File: config.mk
export PLATFORM = sky130hd
export DESIGN_NAME = pc_fetch_unit
export DESIGN_NICKNAME = d
export VERILOG_FILES = /design/src/rtl/cpu_pkg.sv /design/src/rtl/next_pc_calc.sv /design/src/rtl/pc_fetch_unit.sv
export SDC_FILE = /design/constraint.sdc
export NUM_CORES = 1
export LEC_CHECK = 0
export CAP_MARGIN = 10
export CELL_PAD_IN_SITES_DETAIL_PLACEMENT = 0
export CELL_PAD_IN_SITES_GLOBAL_PLACEMENT = 2
export CORE_MARGIN = 2
export CORE_UTILIZATION = 32
export DETAILED_ROUTE_END_ITERATION = 16
export HOLD_SLACK_MARGIN = 0.06
export PLACE_DENSITY_LB_ADDON = 0.15
export SLEW_MARGIN = 20
export SYNTH_ARGS = -nofsm -noshare
export SYNTH_HDL_FRONTEND = slang
export SYNTH_HIERARCHICAL = 1
export SYNTH_SLANG_ARGS = --single-unit
File: constraint.sdc
create_clock -name clk -period 9.6 [get_ports clk]
set_input_delay 0.96 -clock clk [delete_from_list [all_inputs] [get_ports clk]]
set_output_delay 0.96 -clock clk [all_outputs]
set_load 0.05 [all_outputs]
File: src/rtl/cpu_pkg.sv
// Shared fetch-path definitions: FSM state encoding, PC increment and default reset PC.
package cpu_pkg;

    typedef enum logic [1:0] {
        IDLE = 2'd0,
        REQ  = 2'd1,
        WAIT = 2'd2,
        HOLD = 2'd3
    } fetch_state_t;

    localparam int          PC_INC           = 4;
    localparam logic [31:0] DEFAULT_RESET_PC = 32'h0000_0000;

endpackage

File: src/rtl/next_pc_calc.sv
// Combinational next-PC selection: sequential PC+4 or PC+4+(sext(offset)<<2).
module next_pc_calc
    import cpu_pkg::*;
#(
    parameter int ADDR_W = 32,
    parameter int OFFS_W = 16
) (
    input  logic [ADDR_W-1:0] pc,
    input  logic              pc_sel,
    input  logic [OFFS_W-1:0] branch_offset,
    output logic [ADDR_W-1:0] next_pc,
    output logic              misaligned
);

    logic [ADDR_W-1:0] seq_pc;
    logic [ADDR_W-1:0] offs_ext;
    logic [ADDR_W-1:0] target;

    assign seq_pc   = pc + ADDR_W'(PC_INC);
    assign offs_ext = ADDR_W'($signed(branch_offset));
    assign target   = seq_pc + (offs_ext << 2);

    // Branch targets are word-aligned by dropping the low bits; the raw bits
    // still drive the misalign flag so the top can choose to trap instead.
    assign misaligned = pc_sel && (target[1:0] != 2'b00);
    assign next_pc    = pc_sel ? {target[ADDR_W-1:2], 2'b00} : seq_pc;

endmodule

File: src/rtl/pc_fetch_unit.sv
// PC register plus single-outstanding instruction fetch FSM (IDLE/REQ/WAIT/HOLD).
// Define PC_ALIGN_CHECK_EN to add the sticky misalign output and halt on misaligned branches.
module pc_fetch_unit
    import cpu_pkg::*;
#(
    parameter int          ADDR_W   = 32,
    parameter int          DATA_W   = 32,
    parameter logic [31:0] RESET_PC = DEFAULT_RESET_PC,
    parameter int          OFFS_W   = 16
) (
    input  logic              clk,
    input  logic              rst_n,
    input  logic              en,
    output logic              imem_req,
    output logic [ADDR_W-1:0] imem_addr,
    input  logic              imem_gnt,
    input  logic              imem_rvalid,
    input  logic [DATA_W-1:0] imem_rdata,
    output logic [DATA_W-1:0] instr,
    output logic [ADDR_W-1:0] instr_pc,
    output logic              instr_valid,
    input  logic              instr_ready,
    input  logic              pc_sel,
    input  logic [OFFS_W-1:0] branch_offset,
    output logic [ADDR_W-1:0] pc_out,
    output logic [1:0]        state_dbg
`ifdef PC_ALIGN_CHECK_EN
    ,
    output logic              misalign
`endif
);

    // Handshakes: imem request completes on the cycle imem_req && imem_gnt are
    // both high; decode consumes on the cycle instr_valid && instr_ready are both
    // high. imem_addr and instr/instr_pc are held stable until their handshake.

`ifdef PC_ALIGN_CHECK_EN
    localparam bit ALIGN_CHECK = 1'b1;
`else
    localparam bit ALIGN_CHECK = 1'b0;
`endif

    fetch_state_t      state_q, state_d;
    logic [ADDR_W-1:0] pc_q, pc_d;
    logic [DATA_W-1:0] instr_q, instr_d;
    logic [ADDR_W-1:0] instr_pc_q, instr_pc_d;
    logic              valid_q, valid_d;
    logic              misalign_q, misalign_d;
    logic [ADDR_W-1:0] next_pc;
    logic              target_misaligned;
    logic              align_fault;

    next_pc_calc #(
        .ADDR_W (ADDR_W),
        .OFFS_W (OFFS_W)
    ) u_next_pc (
        .pc            (pc_q),
        .pc_sel        (pc_sel),
        .branch_offset (branch_offset),
        .next_pc       (next_pc),
        .misaligned    (target_misaligned)
    );

    assign align_fault = ALIGN_CHECK && target_misaligned;

    always_comb begin
        state_d    = state_q;
        pc_d       = pc_q;
        instr_d    = instr_q;
        instr_pc_d = instr_pc_q;
        valid_d    = valid_q;
        misalign_d = misalign_q;
        imem_req   = 1'b0;
        case (state_q)
            IDLE: begin
                // A latched misalign parks the unit here until reset.
                if (en && !misalign_q) state_d = REQ;
            end
            REQ: begin
                imem_req = 1'b1;
                if (imem_gnt) state_d = WAIT;
            end
            WAIT: begin
                if (imem_rvalid) begin
                    instr_d    = imem_rdata;
                    instr_pc_d = pc_q;
                    valid_d    = 1'b1;
                    state_d    = HOLD;
                end
            end
            HOLD: begin
                if (instr_ready) begin
                    valid_d = 1'b0;
                    if (align_fault) begin
                        misalign_d = 1'b1;
                        state_d    = IDLE;
                    end else begin
                        pc_d    = next_pc;
                        state_d = en ? REQ : IDLE;
                    end
                end
            end
            default: state_d = IDLE;
        endcase
    end

    always_ff @(posedge clk or negedge rst_n) begin
        if (!rst_n) begin
            state_q    <= IDLE;
            pc_q       <= ADDR_W'(RESET_PC);
            instr_q    <= '0;
            instr_pc_q <= '0;
            valid_q    <= 1'b0;
            misalign_q <= 1'b0;
        end else begin
            state_q    <= state_d;
            pc_q       <= pc_d;
            instr_q    <= instr_d;
            instr_pc_q <= instr_pc_d;
            valid_q    <= valid_d;
            misalign_q <= misalign_d;
        end
    end

    assign imem_addr   = pc_q;
    assign pc_out      = pc_q;
    assign instr       = instr_q;
    assign instr_pc    = instr_pc_q;
    assign instr_valid = valid_q;
    assign state_dbg   = state_q;
`ifdef PC_ALIGN_CHECK_EN
    assign misalign    = misalign_q;
`endif

endmodule

Yosys cells after proc, flatten, opt, wreduce, memory -nomap -nowiden
Cells that the tools add are included.
Widths: inputs -> output; s select.
- register bits: 99
- bits of input ports: 55
- output and inout port bits: 132
- word-level logic and storage cells: 31
- $add $sub $neg: 2
- eq/ne operators: 7
- muxes and demuxes: 11
- reduce and logical (&&, ||, !) cells: 6
- operators by type and width (kind ; count):
    $add 32x3->32 const B ; 1
    $add 32x32->32 ; 1
    $mux 32 ; 1
    $mux 2 ; 4
    $ne 2x2->1 const B ; 4
    $pmux 2 s4 ; 1
    $eq 2x2->1 const B ; 2
    $mux 1 ; 4
    $reduce_and 2->1 ; 2
    $reduce_and 4->1 ; 1
    $reduce_and 3->1 ; 1
    $eq 2x1->1 const B ; 1
    $logic_not 2->1 ; 1
    $pmux 1 s2 ; 1
    $reduce_bool 2->1 ; 1

Longest topological paths before layout
- depth in word-level cells: 3
- mapped depth: 16
- gate-level depth less buffers: 16

Cells and area by module
Netlist, hierarchy kept.
- by module, submodules not included (module ; instances ; cells an instance ; area each (um^2) ; sequential area each (um^2)):
    pc_fetch_unit ; 1 ; 257 ; 4012.6 ; 2477.4
    next_pc_calc ; 1 ; 393 ; 2577.5 ; 0.0

Least setup slack after synthesis
No wires, ideal clock.
- path kind: flip-flop to flip-flop
- from: register pc_q[12], in the netlist imem_addr[12]
- to: register pc_q[31], in the netlist imem_addr[31]
- library setup time: 0.125 ns
- arrival: 3.864 ns
- required time: 9.475 ns
- path slack: 5.611 ns
- cell stages (with the launch flop): 17
- path buffers: 1
- period minus slack after synthesis: 3.989 ns
- cells stage by stage: dfrtp_1 > and4_1 > and3_1 > nand3_2 > or2_1 > nor2b_1 > xor2_1 > ha_1 > clkbuf_1 > a21o_1 > a31oi_1 > o21ai_0 > o311a_1 > a31oi_1 > mux2i_1 > xnor2_1 > mux2_2
- cells in the longest elaborated chain, start to end: 3
- ends and longest elaborated chain (what ; RTL line ; RTL):
    start, declared ; pc_fetch_unit.sv:44 ; logic [ADDR_W-1:0] pc_q, pc_d;
    start signal, assigned ; pc_fetch_unit.sv:110 ; pc_q <= ADDR_W'(RESET_PC);
    start signal, assigned ; pc_fetch_unit.sv:117 ; pc_q <= pc_d;
    $add 32x3->32 (*) ; next_pc_calc.sv:19 ; assign seq_pc = pc + ADDR_W'(PC_INC);
    $add 32x32->32 ; next_pc_calc.sv:21 ; assign target = seq_pc + (offs_ext << 2);
    $mux 32 (*) ; next_pc_calc.sv:26 ; assign next_pc = pc_sel ? {target[ADDR_W-1:2], 2'b00} : seq_pc;
    named net next_pc[31] ; pc_fetch_unit.sv:49 ; logic [ADDR_W-1:0] next_pc;
Mark *: on every way through the listed nets, which the timed path passes. The rest lies on a longest branch.
A chain may end at the register's enable or synchronous reset.

Final worst setup path
- from: register pc_q[4], in the netlist imem_addr[4]
- to: register pc_q[31], in the netlist imem_addr[31]
Same word-level chain as after synthesis.

==> impl_results.md <==
* Max Clock Skew at 12.4 ps
* Final WL at 19.6 mm
* DRT antenna net count at 0
* Largest net degree at the start of global routing at 60
* Max_cap viols at 0
* Vias at 5,262
* Worst-path maximum fanout at 9
* IO Port Bufs at 186
* CTS tree: yes
* Critical R2R Launch: imem_addr[4]
* Area grow syn2layout at 33.2%
* Final-report hold violation count at 0
* Mapped Cells at 648
* Setup crit start kind: register
* Total CTS buffers at 9
* # diodes at 0
* Setup Buffers After CTS at 0
* Wl on met1 at 9.39 mm
* Initial Util at 0.325
* Fmax at 234 MHz
* Routed length on met2 at 8.70 mm
* Final min period at 4280 ps
* # setup viols final at 0
* WHS Path Cells at 1
* HP Class: reg2reg
* Fin nets at 890
* Antenna violations before repair at 0
* Worst-margin pin slew at 806 ps
* Fin Setup TNS at 0 ps
* Initial DRC count at 210
* RSZ-0062 raised after global routing: no
* Critical path type: reg2reg
* CP Data Required Time at 9850 ps
* Insertion delay to the later sink of the worst-skew pair at 360 ps
* Status: finished, final reports clean
* Fin worst setup slack at 5320 ps
* Syn avg cell area at 10.2 um2
* Hold buffers post-CTS at 0
* Highest Signal Layer: met4
* Clk sinks at 99
* Post-DR vias/cell at 4.93
* Global Route Usage Sum at 0.183
* Yosys warning total at 6
* CP Capture Type: register
* Critical Path AT at 4530 ps
* Die W at 147 um
* Synth Net Count at 745
* CTS clk-pin slew, worst paths at 80 ps
* Critical Path Source: imem_addr[4]
* Drt wl/cell at 18.3 um
* Dpl hpwl at 14.8 mm
* Tcrit/Tclk final at 0.446
* DRT Pass-1 Iters at 4
* Root Buffer: clkbuf_16
* First-pass GRT wire length at 31.0 mm
* Hold_sp: instr_pc[10]
* Netlist Area Pre-Place at 6580 um2
* Vias in the first global route at 5,441
* Pins Over Slew Limit at 0
* H-tree depth at 3
* Routed length on met3 at 1.29 mm
* Slew margin rel. at 0.461
* Post-CTS sizing at 0
* GR Overflow Total at 0
* Clock Path Buffers at 2
* DRC violation count after routing at 0
* Core area at 20,200 um2
* Core Rows at 52
* DP Worst Slack at 5170 ps
* Die ar. at 21,700 um2
* Die Y at 147 um
* Worst reg-to-reg path cell count at 14
* Placer Congestion at 0.816
* Share of cells above drive strength 1 at 0.159
* # IOs at 187
[worst max-delay path: stages, from the launching register on]
cell and delay (ps):
dfrtp_1 510, and3_1 330, and4_1 340, nand2_1 90, xnor2_1 380, ha_1 410, o21ai_0 290, a21oi_1 110
a221oi_1 310, o21ai_0 190, o311a_1 370, a31oi_1 210, mux2i_1 260, xnor2_1 100, mux2_2 260
[worst paths after layout]
check / to / slack [ps]
worst max-delay path: imem_addr[31] / 5320
worst min-delay path: instr_pc[10] / 510
worst max register to register: imem_addr[31] / 5320
worst min register to register: instr_pc[10] / 510
max in group asynchronous: imem_addr[23] / 7830
min in group asynchronous: state_dbg[1] / 570
[cells in the final DEF, fill, tap and decap left out, types with 15 or more instances in the layout]
cell type        count
o21ai_0             26
xnor2_1             28
inv_1               15
a21oi_1             53
mux2_2              97
dfrtp_1             99
nor2_1              37
xor2_1              19
clkdlybuf4s50_1    184
nand3_1             20
ha_1                41
nand2_1             39
[registers in the layout, indices dropped and copies added (netlist names)]
name and flops:
instr_pc 32, state_dbg 2, instr_valid 1, instr 32
imem_addr 32
[metrics by stage]
stage	std cells	hold slack, ps	cell area (um2)	utilization
finish	1068	507	8770	0.433
global route	1068	524	8770	0.433
global placement	1052	486	8460	0.418
CTS	1068	512	8770	0.433
detailed placement	1052	491	8460	0.418
floorplan	648	664	6580	-
[area by class of cell]
type,count,area [um2]
fill,1929,11500
clock inverter,7,80.1
sequential,99,2480
clock buffer,9,225
multi-input combinational,478,3710
timing repair buffer,190,1880
inverter,15,56.3
tap,270,338
[metal layers]
metal,vias to the layer above,GRT usage
li1,2577,-
met1,2551,0.258
met2,124,0.277
met3,10,0.0515
met4,0,0.0519
met5,-,0
Power is not shown: default switching activity piles up to over one toggle a cycle in this logic, so the estimate is an artifact.
